## src/rtl/reg_scoreboard_if.sv

```systemverilog
// Issue/release/status bundle between the decoder, writeback and reg_scoreboard.
// The decoder/writeback side uses the master modport; the scoreboard uses slave.
interface reg_scoreboard_if #(
  parameter int NREG = 32,
  parameter int AW   = 5,
  parameter int NRD  = 2,
  parameter int NWR  = 2
);
  logic              iss_valid;
  logic [NRD-1:0]    rd_en;
  logic [NRD*AW-1:0] rd_addr;
  logic [NWR-1:0]    wr_en;
  logic [NWR*AW-1:0] wr_addr;
  logic [NWR-1:0]    rel_en;
  logic [NWR*AW-1:0] rel_addr;
  logic              flush;
  logic              hazard;
  logic              iss_ack;
  logic [NREG-1:0]   busy_mask;
  logic              err_uflow;

  modport master (
    output iss_valid, rd_en, rd_addr, wr_en, wr_addr, rel_en, rel_addr, flush,
    input  hazard, iss_ack, busy_mask, err_uflow
  );

  modport slave (
    input  iss_valid, rd_en, rd_addr, wr_en, wr_addr, rel_en, rel_addr, flush,
    output hazard, iss_ack, busy_mask, err_uflow
  );
endinterface

```

## src/rtl/reg_scoreboard.sv

```systemverilog
// Register scoreboard: per-register pending-write counters allocated at issue, released at writeback.
// Optional SB_WAW_CHECK_EN: also stall any write whose destination already has a pending write.
module reg_scoreboard #(
  parameter int NREG  = 32,
  parameter int AW    = 5,
  parameter int NRD   = 2,
  parameter int NWR   = 2,
  parameter int CNT_W = 2
) (
  input  logic           clk,
  input  logic           rst,
  reg_scoreboard_if.slave sb
);

  // Sums hold a full counter plus every write port, with one bit of headroom.
  localparam int SW = CNT_W + $clog2(NWR + 1) + 1;

  typedef logic [CNT_W-1:0] cnt_t;
  typedef logic [SW-1:0]    sum_t;

  localparam sum_t CNT_MAX = sum_t'((1 << CNT_W) - 1);

  cnt_t            count_q [NREG];
  logic [NREG-1:0] busy_q;
  logic            uflow_q;

  logic [AW-1:0]   rd_a  [NRD];
  logic [AW-1:0]   wr_a  [NWR];
  logic [AW-1:0]   rel_a [NWR];

  sum_t            wr_req  [NREG];
  sum_t            rel_req [NREG];
  sum_t            up_sum  [NREG];
  logic [NREG-1:0] cnt_nz;

  logic            raw_hit;
  logic            ovf_hit;
  logic            waw_hit;
  logic            hazard_c;
  logic            iss_ack_c;

  cnt_t            count_d [NREG];
  logic [NREG-1:0] busy_d;
  logic            uflow_d;

  always_comb begin
    for (int i = 0; i < NRD; i++) rd_a[i] = sb.rd_addr[i*AW +: AW];
    for (int p = 0; p < NWR; p++) begin
      wr_a[p]  = sb.wr_addr[p*AW +: AW];
      rel_a[p] = sb.rel_addr[p*AW +: AW];
    end
  end

  // Per-register port tallies; addresses >= NREG match no register and drop out here.
  always_comb begin
    for (int r = 0; r < NREG; r++) begin
      // NOTE: blocking assignments in always_comb accumulate within the evaluation;
      // zeroing first also guarantees no latch is inferred.
      wr_req[r]  = '0;
      rel_req[r] = '0;
      cnt_nz[r]  = (count_q[r] != '0);
      for (int p = 0; p < NWR; p++) begin
        if (sb.wr_en[p] && (wr_a[p] == AW'(r)))   wr_req[r]  = wr_req[r] + sum_t'(1);
        if (sb.rel_en[p] && (rel_a[p] == AW'(r))) rel_req[r] = rel_req[r] + sum_t'(1);
      end
    end
  end

  // Stall terms look only at registered counts, so same-cycle releases never unblock.
  always_comb begin
    raw_hit = 1'b0;
    ovf_hit = 1'b0;
    waw_hit = 1'b0;
    for (int r = 0; r < NREG; r++) begin
      for (int i = 0; i < NRD; i++) begin
        if (sb.rd_en[i] && (rd_a[i] == AW'(r)) && cnt_nz[r]) raw_hit = 1'b1;
      end
      if ((sum_t'(count_q[r]) + wr_req[r]) > CNT_MAX) ovf_hit = 1'b1;
`ifdef SB_WAW_CHECK_EN
      if ((wr_req[r] != '0) && cnt_nz[r]) waw_hit = 1'b1;
`else
      waw_hit = 1'b0;
`endif
    end
  end

  assign hazard_c  = rst & sb.iss_valid & (raw_hit | ovf_hit | waw_hit);
  assign iss_ack_c = rst & sb.iss_valid & ~hazard_c & ~sb.flush;

  assign sb.hazard    = hazard_c;
  assign sb.iss_ack   = iss_ack_c;
  assign sb.busy_mask = busy_q;
  assign sb.err_uflow = uflow_q;

  // Net update per register; an acked issue can never push a counter past CNT_MAX.
  always_comb begin
    uflow_d = 1'b0;
    for (int r = 0; r < NREG; r++) begin
      up_sum[r] = sum_t'(count_q[r]) + (iss_ack_c ? wr_req[r] : '0);
      if (rel_req[r] > up_sum[r]) begin
        count_d[r] = '0;
        uflow_d    = 1'b1;
      end else begin
        count_d[r] = cnt_t'(up_sum[r] - rel_req[r]);
      end
      busy_d[r] = (count_d[r] != '0);
    end
  end

  always_ff @(posedge clk or negedge rst) begin
    if (!rst) begin
      // NOTE: the counter array is state the stall logic reads every cycle,
      // so unlike a data RAM it must be reset.
      for (int r = 0; r < NREG; r++) count_q[r] <= '0;
      busy_q  <= '0;
      uflow_q <= 1'b0;
    end else if (sb.flush) begin
      for (int r = 0; r < NREG; r++) count_q[r] <= '0;
      busy_q <= '0;
    end else begin
      for (int r = 0; r < NREG; r++) count_q[r] <= count_d[r];
      busy_q  <= busy_d;
      uflow_q <= uflow_q | uflow_d;
    end
  end

endmodule
```

## src/flat_wrapper.sv

```systemverilog
// flat-port wrapper written by rule: the top's interface ports become plain ports
module reg_scoreboard_flat 
#(
  parameter int NREG  = 32,
  parameter int AW    = 5,
  parameter int NRD   = 2,
  parameter int NWR   = 2,
  parameter int CNT_W = 2
)
  (clk, rst, sb_iss_valid, sb_rd_en, sb_rd_addr, sb_wr_en, sb_wr_addr, sb_rel_en, sb_rel_addr, sb_flush, sb_hazard, sb_iss_ack, sb_busy_mask, sb_err_uflow);
  reg_scoreboard_if #(.NREG(NREG), .AW(AW), .NRD(NRD), .NWR(NWR)) sb_i ();
  input  logic clk;
  input  logic rst;
  input wire logic [$bits(sb_i.iss_valid)-1:0] sb_iss_valid;
  input wire logic [$bits(sb_i.rd_en)-1:0] sb_rd_en;
  input wire logic [$bits(sb_i.rd_addr)-1:0] sb_rd_addr;
  input wire logic [$bits(sb_i.wr_en)-1:0] sb_wr_en;
  input wire logic [$bits(sb_i.wr_addr)-1:0] sb_wr_addr;
  input wire logic [$bits(sb_i.rel_en)-1:0] sb_rel_en;
  input wire logic [$bits(sb_i.rel_addr)-1:0] sb_rel_addr;
  input wire logic [$bits(sb_i.flush)-1:0] sb_flush;
  output wire logic [$bits(sb_i.hazard)-1:0] sb_hazard;
  output wire logic [$bits(sb_i.iss_ack)-1:0] sb_iss_ack;
  output wire logic [$bits(sb_i.busy_mask)-1:0] sb_busy_mask;
  output wire logic [$bits(sb_i.err_uflow)-1:0] sb_err_uflow;
  assign sb_i.iss_valid = sb_iss_valid;
  assign sb_i.rd_en = sb_rd_en;
  assign sb_i.rd_addr = sb_rd_addr;
  assign sb_i.wr_en = sb_wr_en;
  assign sb_i.wr_addr = sb_wr_addr;
  assign sb_i.rel_en = sb_rel_en;
  assign sb_i.rel_addr = sb_rel_addr;
  assign sb_i.flush = sb_flush;
  assign sb_hazard = sb_i.hazard;
  assign sb_iss_ack = sb_i.iss_ack;
  assign sb_busy_mask = sb_i.busy_mask;
  assign sb_err_uflow = sb_i.err_uflow;
  reg_scoreboard #(.NREG(NREG), .AW(AW), .NRD(NRD), .NWR(NWR), .CNT_W(CNT_W)) u_core (.clk(clk), .rst(rst), .sb(sb_i));
endmodule
```

## config.mk

```make
export PLATFORM = sky130hd
export DESIGN_NAME = reg_scoreboard_flat
export DESIGN_NICKNAME = d
export VERILOG_FILES = /design/src/rtl/reg_scoreboard_if.sv /design/src/rtl/reg_scoreboard.sv /design/src/flat_wrapper.sv
export SDC_FILE = /design/constraint.sdc
export NUM_CORES = 1
export LEC_CHECK = 0
export ABC_AREA = 0
export BUFFER_PORTS_ARGS = -buffer_cell sky130_fd_sc_hd__buf_4
export CAP_MARGIN = 20
export CORE_ASPECT_RATIO = 0.6
export CORE_UTILIZATION = 35
export CTS_CLUSTER_SIZE = 14
export DETAILED_ROUTE_END_ITERATION = 8
export GPL_ROUTABILITY_DRIVEN = 0
export PLACE_DENSITY = 0.61
export SYNTH_ARGS = -nofsm -noshare
export SYNTH_HDL_FRONTEND = slang
export SYNTH_SLANG_ARGS = --single-unit
```

## constraint.sdc

```tcl
create_clock -name clk -period 4.9 [get_ports clk]
set_input_delay 0.98 -clock clk [delete_from_list [all_inputs] [get_ports clk]]
set_output_delay 0.98 -clock clk [all_outputs]
set_load 0.1 [all_outputs]
```

==> results of run 1 <==
-- registers in the layout (all words and copies together) (netlist names) --
| signal | flops |
|---|---|
| u_core.sb.busy_mask | 32 |
| u_core.sb.err_uflow | 1 |
| u_core.count_q | 64 |
-- cell usage after synthesis, types with 11 or more instances --
cell | number | share of area
or2_2 | 37 | 0.021
dfrtp_1 | 97 | 0.22
fa_1 | 32 | 0.058
nand3_1 | 44 | 0.020
ha_1 | 224 | 0.25
nor4_2 | 40 | 0.046
nand4_1 | 11 | 0.0063
nor3_1 | 97 | 0.044
a21oi_1 | 36 | 0.016
a221oi_1 | 22 | 0.018
nor4_1 | 45 | 0.026
inv_1 | 130 | 0.044
nor2_1 | 167 | 0.057
nand2_1 | 89 | 0.030
nand2b_1 | 40 | 0.023
clkbuf_1 | 31 | 0.011
xor2_1 | 32 | 0.025
-- layer usage --
layer  routed length [um]  vias to the layer above  track usage
li1                     -                     5210            -
met1                20700                     5729        0.410
met2                18500                      592        0.378
met3                 6480                       71        0.130
met4                  662                        0       0.0467
met5                    0                        -            0
-- cell families after synthesis --
kind of cell	count (synthesis)
buffers and inverters	185
xor gates and xnor gates	32
DFF	97
and+or+nand+nor	606
adders and majority gates	256
muxes	1
AOI/OAI and AO/OA	105
-- timing repair --
| action | in CTS | in global routing |
|---|---|---|
| endpoints found under the hold margin | 0 | 0 |
| pin swaps | 86 | 55 |
| cloned | 3 | 1 |
| gates resized for setup | 235 | 108 |
| buffers inserted | 34 | 33 |
| setup endpoints to repair | 99 | 99 |
-- layout by cell type, fill, tap and decap left out, types with 7 or more instances in the layout --
| master | Yosys | final |
|---|---|---|
| buf_4 | 3 | 345 |
| nor2_1 | 167 | 139 |
| ha_1 | 224 | 126 |
| inv_1 | 130 | 110 |
| dfrtp_1 | 97 | 97 |
| nor3_1 | 97 | 86 |
| nand2_1 | 89 | 78 |
| ha_2 | 0 | 61 |
| nor4_4 | 0 | 45 |
| ha_4 | 0 | 37 |
| buf_6 | 9 | 33 |
| xor2_1 | 32 | 32 |
| fa_1 | 32 | 32 |
| nand3_1 | 44 | 28 |
| or2_4 | 0 | 26 |
| nand2b_1 | 40 | 25 |
| a21oi_1 | 36 | 25 |
| nor4_2 | 40 | 24 |
| inv_2 | 0 | 20 |
| a221oi_4 | 0 | 20 |
| buf_12 | 0 | 19 |
| nor2_2 | 0 | 18 |
| nor4_1 | 45 | 16 |
| nand2b_4 | 0 | 15 |
| nand3_2 | 0 | 12 |
| nand4_1 | 11 | 11 |
| or2_2 | 37 | 11 |
| nor2_4 | 0 | 10 |
| nor3_2 | 0 | 10 |
| a21oi_2 | 0 | 10 |
| clkbuf_16 | 0 | 10 |
| nand4b_1 | 7 | 7 |
| buf_8 | 0 | 7 |
-- power groups by stage --
| stage | sequential [mW] | combinational (mW) | clock [mW] |
|---|---|---|---|
| 2_1_floorplan | 0.888 | 0.215 | 0 |
| 3_3_place_gp | 0.839 | 0.493 | 0 |
| 3_5_place_dp | 0.839 | 0.501 | 0 |
| 4_1_cts | 0.824 | 0.576 | 0.915 |
| 5_1_grt | 0.826 | 0.662 | 0.945 |
| 6_report | 0.825 | 0.634 | 0.903 |
-- worst paths after layout --
kind	end	depth (start not counted)	slack (ns)
setup / recovery	u_core.sb.err_uflow	25	-1.06
hold / removal	u_core.sb.err_uflow	1	0.56
setup reg to reg	u_core.sb.err_uflow	20	-0.33
hold reg to reg	u_core.sb.err_uflow	1	0.56
max in group asynchronous	u_core.count_q[41]	3	2.94
min in group asynchronous	u_core.count_q[9]	2	0.70
-- through the flow --
step / TNS [ns] / worst slack [ns]
2_1_floorplan: -3.86 / -0.612
3_3_place_gp: -78.38 / -1.84
3_5_place_dp: -85.00 / -1.87
4_1_cts: -22.71 / -0.872
5_1_grt: -41.88 / -1.10
6_report: -35.08 / -1.06
-- cell type report --
| class | instances | area (um2) |
|---|---|---|
| Clock buffer | 12 | 267 |
| Clock inverter | 4 | 97.6 |
| Fill cell | 2578 | 12900 |
| Inverter | 130 | 488 |
| Multi-Input combinational cell | 1000 | 10200 |
| Sequential cell | 97 | 2430 |
| Tap cell | 408 | 510 |
| Timing Repair Buffer | 407 | 3530 |
-- worst max-delay path: cells and delay by family --
family                     cells  cell delay, ns
AOI/OAI and AO/OA              3            0.33
buffers and inverters          6            0.86
adders and majority gates      5            1.27
and+or+nand+nor               11            2.80
==> impl_metrics.csv, run 1 <==
group,metric,value,unit
run_status,status,"finished, violations left",
run_status,violations,"setup timing",
sta,grt_setup_unrepaired,"yes",
drt,drc_errors,0,
drt,viasPerCell,5.64,
die,rows,49,
worst_setup_path,end_kind,"flop",
clock_tree,insertion_delay,0.40,ns
clock_tree,cts_tree,"done",
sta,worstMarginPinSlew,0.924,ns
global_route,grt_first_pass_wirelength,67.8,mm
power_and_ir_drop,power_frac_comb,0.268,
yosys,synth-seq-cells,97,
yosys,synth_area,11000,um2
final_layout,n_antenna_cell,0,
yosys,synth.distinct_cells,53,
power_and_ir_drop,power.switching,0.742,mW
yosys,synth_edf_count,0,
yosys,synth_fa_ha_area_frac,0.313,
final_layout,fin_nets,1941,
min_path,min_from,"u_core.sb.err_uflow",
drt,drt_iter0_drc,1315,
power_and_ir_drop,p_leak,7.69,nW
global_route,grt_max_degree,66,
sta,finalCritPeriodShare,1.22,
clock_tree,cts.sinks,97,
yosys,synth_top_family_by_area,"adder cells",
yosys,synthCells,1282,
final_layout,drive_gt1_frac,0.481,
worst_setup_path,worstSetupPathType,"input port to flop",
yosys,synth-main-ff-cell,"dfrtp_1",
yosys,async_flop_share,1.00,
yosys,synthMuxAreaShare,0.00102,
clock_tree,hold_buffers,0,
drt,routed-via-count,11602,
clock_tree,clk_pin_slew,0.06,ns
clock_tree,root_buffer,"clkbuf_16",
sta,hold_viol,0,
global_route,overflow,0,
yosys,synth_compound_area_frac,0.0682,
power_and_ir_drop,clockPowerShare,0.382,
worst_setup_path,required,5.18,ns
yosys,ys_warn_count,0,
final_layout,areaGrowthSynthToFinish,59.0,%
final_layout,stdcell_count,2058,
place,hpwl,35.2,mm
power_and_ir_drop,power_density,135,nW/um2
worst_setup_path,crit_fanout,6,
power_and_ir_drop,p_int,1.62,mW
global_route,antenna_found_initial,0,
yosys,syn_avg_cell_area,8.58,um2
clock_tree,cts_buffer_depth,2,
die,die_w,231,um
worst_setup_path,cp-start-kind,"input port",
sta,finalCriticalPeriod,5.96,ns
drt,drtAntennaViolNets,0,
sta,timing.slew.headroom,0.368,
worst_setup_path,cp_common_cell,"buf_4",
job,cap_violations,0,
yosys,seq_area_frac_synth,0.221,
power_and_ir_drop,p_total,2.36,mW
sta,setup-violations-final,93,
power_and_ir_drop,p_seq_frac,0.349,
clock_tree,cts-buffers-inserted,9,
power_and_ir_drop,max-vdd-ir-drop,191,uV
sta,hold_ws,0.563,ns
die,die-area,32100,um2
worst_setup_path,max_stage_delay,0.62,ns
global_route,grt_use_total,0.282,
sta,slew_violations,0,
die,io_pins,75,
place,place_inst,1975,
die,start_util,0.362,
power_and_ir_drop,p_sw_frac,0.314,
clock_tree,htree_levels,3,
sta,fin_skew,0.00909,ns
worst_setup_path,rr_startpoint,"u_core.count_q[25]",
worst_setup_path,cp_slowest_cell,"or4_4",
final_layout,fin_area,17500,um2
die,fp.dieH,139,um
yosys,synth_fp_nets,1578,
worst_setup_path,crit_start,"sb_wr_addr[3]",
die,coreArea,30400,um2
final_layout,utilization,0.575,
drt,drtPass1Iterations,5,
worst_setup_path,cp.arrival,6.24,ns
global_route,grt_pass1_vias,11284,
place,postPlaceCellArea,14700,um2
yosys,synth_simple_gate_area_frac,0.300,
drt,drt-total-wl,46.3,mm
place,io_buffers,74,
sta,max_freq,168,MHz
sta,setup_ws,-1.06,ns
yosys,synthXorXnorAreaFrac,0.0255,
min_path,hold_path_class,"flop to flop",
drt,wl_per_cell,22.5,um
Note: power is estimated with default switching activity, not from simulation.
==> run 2: changes to the inputs <==
- REMOVE_ABC_BUFFERS: default -> 1
- clock period: 4.9 -> 5.1 ns (I/O delays scaled with it)
==> run 2 against run 1 <==
- clock power fell by 26%
- critical path depth did not move
- combinational power fell by 5.4%
- sequential cell count did not move
- power fell by 13%
- the run still ends with setup timing left
==> impl_metrics.csv, run 2 (synthesis gave the netlist of run 1 again) <==
group,metric,value,unit
sta,fin_skew,0.0123,ns
drt,drt_iter0_drc,1332,
worst_setup_path,required,5.38,ns
die,start_util,0.362,
worst_setup_path,cp-start-kind,"input port",
power_and_ir_drop,p_seq_frac,0.386,
clock_tree,hold_buffers,0,
power_and_ir_drop,power.switching,0.705,mW
global_route,grt_first_pass_wirelength,68.5,mm
final_layout,areaGrowthSynthToFinish,53.9,%
power_and_ir_drop,p_total,2.06,mW
job,cap_violations,0,
place,io_buffers,74,
die,fp.dieH,139,um
die,die_w,231,um
power_and_ir_drop,power_frac_comb,0.291,
drt,viasPerCell,5.68,
power_and_ir_drop,max-vdd-ir-drop,156,uV
global_route,grt_max_degree,66,
clock_tree,cts.sinks,97,
final_layout,fin_area,16900,um2
drt,drtAntennaViolNets,0,
die,rows,49,
clock_tree,root_buffer,"clkbuf_16",
drt,wl_per_cell,22.3,um
worst_setup_path,end_kind,"flop",
clock_tree,cts_tree,"done",
drt,drtPass1Iterations,6,
final_layout,layout_commonest_cell,"buf_4",
final_layout,largest_reg_flops,64,
sta,hold_viol,0,
power_and_ir_drop,clockPowerShare,0.323,
clock_tree,insertion_delay,0.39,ns
die,coreArea,30400,um2
power_and_ir_drop,power_density,122,nW/um2
drt,drt-total-wl,45.6,mm
clock_tree,cts-buffers-inserted,9,
sta,setup-violations-final,86,
worst_setup_path,worstSetupPathType,"input port to flop",
die,io_pins,75,
sta,hold_ws,0.538,ns
sta,finalCritPeriodShare,1.18,
worst_setup_path,crit_fanout,5,
sta,setup_ws,-0.932,ns
global_route,antenna_found_initial,0,
final_layout,n_antenna_cell,0,
sta,finalCriticalPeriod,6.03,ns
final_layout,drive_gt1_frac,0.449,
sta,worstMarginPinSlew,0.913,ns
place,postPlaceCellArea,13800,um2
final_layout,fin_nets,1925,
global_route,grt_pass1_vias,11565,
run_status,violations,"setup timing",
drt,routed-via-count,11604,
clock_tree,cts_buffer_depth,2,
drt,drc_errors,0,
place,hpwl,33.7,mm
power_and_ir_drop,p_int,1.36,mW
sta,timing.slew.headroom,0.392,
sta,max_freq,166,MHz
power_and_ir_drop,p_leak,7.58,nW
clock_tree,clk_pin_slew,0.08,ns
sta,slew_violations,0,
sta,grt_setup_unrepaired,"yes",
worst_setup_path,cp.arrival,6.32,ns
global_route,grt_use_total,0.284,
place,dpl_worst_slack,-1.58,ns
run_status,status,"finished, violations left",
final_layout,regMostFlops,"u_core.count_q",
global_route,overflow,0,
final_layout,mostFrequentLayoutCells,"334 x buf_4, 150 x ha_1, 142 x nor2_1, 120 x inv_1, 97 x dfrtp_1",
worst_setup_path,rrSetupSlack,-0.14,ns
clock_tree,htree_levels,3,
die,die-area,32100,um2
power_and_ir_drop,p_sw_frac,0.342,
min_path,hold_path_class,"flop to flop",
-- run 2: cell count changes in the layout (fill, tap and decap cells not counted), sizes merged --
cell | before | now
buf | 406 | 391
clkinv | 0 | 5
bufinv | 3 | 0
clkbuf | 13 | 10
clkinvlp | 1 | 0
inv | 130 | 131
-- run 2: layout make-up --
cell class,instances,area (um2)
inverter,130,488
timing repair buffer,391,3320
clock buffer,10,229
sequential,97,2430
clock inverter,6,33.8
tap,408,510
multi-input combinational,1000,9910
fill,2600,13500
-- run 2: layer usage --
layer	up-vias	routed length, um	share of wire	track usage
met2	639	18100	0.40	0.387
met4	0	1100	0.024	0.0718
met5	-	0	0	0
met1	5709	19900	0.44	0.405
li1	5177	-	-	-
met3	79	6530	0.14	0.122
-- run 2: worst max-delay path, stage by stage --
cell,delay [ns]
buf_4,0.15
nand2b_4,0.18
buf_12,0.14
buf_4,0.12
nor2_1,0.17
ha_1,0.21
ha_1,0.23
nand3_1,0.09
nand2_1,0.07
nor4_2,0.33
o2111ai_2,0.16
or4_4,0.62
buf_12,0.18
buf_16,0.14
buf_4,0.14
nor4_4,0.21
fa_1,0.47
inv_2,0.10
ha_4,0.22
nand2b_4,0.09
a221oi_4,0.08
or4_4,0.52
nor4b_4,0.28
a41oi_2,0.12
or2_4,0.28
-- run 2: worst paths after layout --
check                           cells past startpoint                       to           startpoint
min in group asynchronous                           2  u_core.sb.busy_mask[16]                  rst
worst min register to register                      1      u_core.sb.err_uflow  u_core.sb.err_uflow
worst max-delay path                               25      u_core.sb.err_uflow        sb_wr_addr[5]
max in group asynchronous                           3       u_core.count_q[27]                  rst
worst min-delay path                                1      u_core.sb.err_uflow  u_core.sb.err_uflow
worst max register to register                     19      u_core.sb.err_uflow   u_core.count_q[27]
-- run 2: stage by stage --
stage	std cells	util	setup TNS [ns]
2_1_floorplan	1227	-	-371.18
3_3_place_gp	1965	0.455	-65.42
3_5_place_dp	1965	0.455	-77.83
4_1_cts	2048	0.536	-15.81
5_1_grt	2042	0.556	-42.41
6_report	2042	0.556	-27.35
-- run 2: what timing repair did --
action / 4_1_cts / 5_1_grt
gates cloned: 4 / 0
setup buffers: 63 / 16
pin swaps: 97 / 77
setup endpoints to repair: 88 / 99
gates resized for setup: 308 / 128
-- run 2: power by group through the flow --
stage	clock network, mW	logic, mW	registers [mW]
after detailed placement	0	0.449	0.808
final	0.667	0.600	0.796
after CTS	0.674	0.554	0.794
after global placement	0	0.444	0.809
after global routing	0.707	0.627	0.796
after floorplan	0	0.148	0.853
==> run 3: changes to the inputs <==
- ABC_AREA: 0 -> 1
==> run 3 against run 2 <==
- the run still ends with setup timing left
- sequential power increased by 0.8%
- combinational power decreased by 5.7%
- fmax increased by 18%
- utilization decreased by 6.1 points
- sequential share of layout area increased by 1.7 points
- design area decreased by 11%
- setup slack improved by 0.90 ns
- clock power increased by 8.2%
- critical path depth increased by 5
- critical path type unchanged
==> impl_metrics.csv, run 3 <==
group,metric,value,unit
power_and_ir_drop,p_seq_frac,0.384,
power_and_ir_drop,power_frac_comb,0.271,
sta,max_freq,195,MHz
clock_tree,clk_pin_slew,0.07,ns
worst_setup_path,max_stage_delay,0.42,ns
final_layout,utilization,0.496,
yosys,seq_area_frac_synth,0.220,
worst_setup_path,cp.arrival,5.40,ns
yosys,synth_edf_count,0,
worst_setup_path,crit_fanout,12,
final_layout,drive_gt1_frac,0.315,
yosys,syn_avg_cell_area,7.10,um2
worst_setup_path,required,5.37,ns
final_layout,multi_input_area,8720,um2
yosys,synth.distinct_cells,23,
sta,timing.slew.headroom,0.466,
yosys,synth-seq-cells,97,
power_and_ir_drop,p_leak,8.01,nW
die,die-area,32200,um2
job,cap_violations,0,
worst_setup_path,rrSetupSlack,0.77,ns
yosys,ys_top_cells_by_count,"325 x nor2_1, 299 x nand2_1, 271 x inv_1, 224 x ha_1, 97 x dfrtp_1",
yosys,ys_warn_count,0,
sta,setup-violations-final,2,
worst_setup_path,cp_slowest_cell,"fa_1",
drt,drtAntennaViolNets,0,
clock_tree,cts.sinks,97,
clock_tree,cts_tree,"done",
yosys,synth_top_area_share,0.254,
global_route,grt_pass1_vias,10186,
final_layout,mostFrequentLayoutCells,"259 x nand2_1, 248 x nor2_1, 247 x inv_1, 218 x buf_4, 160 x ha_1",
power_and_ir_drop,p_int,1.38,mW
final_layout,fin_area,15100,um2
worst_setup_path,end_kind,"flop",
final_layout,stdcell_count,2193,
die,io_pins,75,
sta,finalCritPeriodShare,1.01,
min_path,hold_path_class,"flop to flop",
power_and_ir_drop,clockPowerShare,0.346,
die,coreArea,30500,um2
drt,drt_iter0_drc,1194,
final_layout,layout_commonest_cell,"nand2_1",
yosys,yosysTopAreaCell,"ha_1",
yosys,yosysMostFrequentCell,"nor2_1",
drt,wl_per_cell,17.9,um
sta,fin_skew,0.00841,ns
power_and_ir_drop,power_density,138,nW/um2
global_route,grt_use_total,0.233,
worst_setup_path,cp-start-kind,"input port",
drt,drt-total-wl,39.1,mm
sta,finalCriticalPeriod,5.13,ns
sta,worstMarginPinSlew,0.799,ns
final_layout,area.sequential,2430,um2
clock_tree,root_buffer,"clkbuf_16",
final_layout,largest_reg_flops,64,
global_route,antenna_found_initial,0,
final_layout,n_antenna_cell,0,
die,rows,49,
clock_tree,htree_levels,3,
drt,viasPerCell,5.01,
yosys,synth-main-ff-cell,"dfrtp_1",
run_status,violations,"setup timing",
drt,drtPass1Iterations,6,
power_and_ir_drop,max-vdd-ir-drop,124,uV
worst_setup_path,worstSetupPathType,"input port to flop",
clock_tree,hold_buffers,0,
final_layout,fin_nets,2076,
global_route,overflow,0,
die,die_w,231,um
drt,drc_errors,0,
yosys,synthCells,1552,
sta,setup_ws,-0.0277,ns
yosys,synthTopCellsByArea,"ha_1 25%, dfrtp_1 22%, nor2_1 11%, nand2_1 10%, inv_1 9.2%",
die,start_util,0.362,
final_layout,regMostFlops,"u_core.count_q",
power_and_ir_drop,p_total,2.09,mW
place,postPlaceCellArea,13000,um2
sta,fin_tns_setup,-0.0304,ns
worst_setup_path,path_buf_inv,8,
place,io_buffers,74,
power_and_ir_drop,p_sw_frac,0.340,
die,fp.dieH,139,um
power_and_ir_drop,power.switching,0.710,mW
sta,hold_viol,0,
clock_tree,insertion_delay,0.39,ns
worst_setup_path,cp_top_family,"simple AND/OR/NAND/NOR gates",
final_layout,fillers,2819,
global_route,grt_first_pass_wirelength,56.2,mm
place,place_inst,2144,
sta,slew_violations,0,
global_route,grt_max_degree,53,
clock_tree,cts-buffers-inserted,9,
final_layout,areaGrowthSynthToFinish,36.9,%
place,hpwl,30.4,mm
clock_tree,cts_buffer_depth,2,
drt,routed-via-count,10978,
yosys,synth_area,11000,um2
yosys,async_flop_share,1.00,
run_status,status,"finished, violations left",
sta,grt_setup_unrepaired,"yes",
==> run 3: cell count changes after synthesis, moves of 32 or more <==
cell / change
inv_1: +141
nand2_1: +210
nand2b_1: -40
nand3_1: +41
nor2_1: +158
nor3_1: -60
nor4_1: -45
nor4_2: -40
xnor2_1: +32
xor2_1: -32
==> run 3: layer usage <==
layer,wire [um],track usage,up-vias
li1,-,-,5228
met1,17300,0.335,5131
met2,16300,0.326,542
met3,4580,0.0816,75
met4,881,0.0600,2
met5,90,0.0208,-
==> run 3: final timing paths <==
check | startpoint | to | depth (start not counted)
max | sb_wr_addr[5] | u_core.sb.busy_mask[15] | 30
max reg2reg | u_core.count_q[35] | u_core.sb.busy_mask[15] | 24
max in group asynchronous | rst | u_core.count_q[44] | 3
min | u_core.sb.err_uflow | u_core.sb.err_uflow | 2
min in group asynchronous | rst | u_core.sb.busy_mask[22] | 2
min reg2reg | u_core.sb.err_uflow | u_core.sb.err_uflow | 2
==> run 3: worst reg2reg max path, stage by stage (launching register included) <==
cell      delay (ns)
dfrtp_1         0.48
ha_4            0.21
nor2_2          0.11
nand2_1         0.08
nor2_2          0.17
nand2_1         0.11
nor3_2          0.17
nand3_1         0.10
nor2_2          0.15
nand4_1         0.21
buf_12          0.23
buf_12          0.15
nor2_1          0.13
ha_1            0.18
fa_1            0.42
inv_2           0.08
ha_4            0.14
inv_1           0.05
nor2_1          0.08
nor2_1          0.06
nor3b_2         0.29
buf_4           0.17
nand3b_1        0.10
inv_1           0.07
or2_2           0.27
==> run 3: power groups by stage <==
stage | Sequential, mW | Combinational, mW | Clock [mW]
after global routing | 0.804 | 0.603 | 0.777
after floorplan | 0.870 | 0.188 | 0
after detailed placement | 0.815 | 0.459 | 0
after global placement | 0.815 | 0.453 | 0
final | 0.802 | 0.566 | 0.722
after CTS | 0.800 | 0.471 | 0.748
==> run 3: layout make-up <==
type | instances | area share
Timing Repair Buffer | 243 | 0.139
Inverter | 273 | 0.0685
Clock buffer | 11 | 0.0161
Tap cell | 408 | 0.0338
Sequential cell | 97 | 0.161
Clock inverter | 5 | 0.00365
Multi-Input combinational cell | 1156 | 0.578
==> run 3: cells by family (layout without fill, tap and decap cells) <==
kind of cell / Yosys count / count (layout) / share of synthesized area
compound gates: 27 / 27 / 0.0123
xor+xnor: 32 / 32 / 0.0254
fa+ha+maj: 256 / 256 / 0.312
buf+inv: 299 / 532 / 0.106
flops: 97 / 97 / 0.220
simple gates: 841 / 841 / 0.324
==> run 3: per-stage QoR <==
step	setup slack, ns	hold slack (ns)
6_report	-0.0277	0.586
2_1_floorplan	-1.19	0.718
3_5_place_dp	-0.800	0.551
5_1_grt	-0.273	0.618
3_3_place_gp	-0.804	0.578
4_1_cts	-0.0427	0.574
==> run 3: timing repair <==
| action | in CTS | in global routing |
|---|---|---|
| resized for setup | 25 | 320 |
| setup buffers | 2 | 27 |
| gates cloned | 1 | 3 |
| pin swaps | 5 | 123 |
| setup endpoints to repair | 8 | 47 |
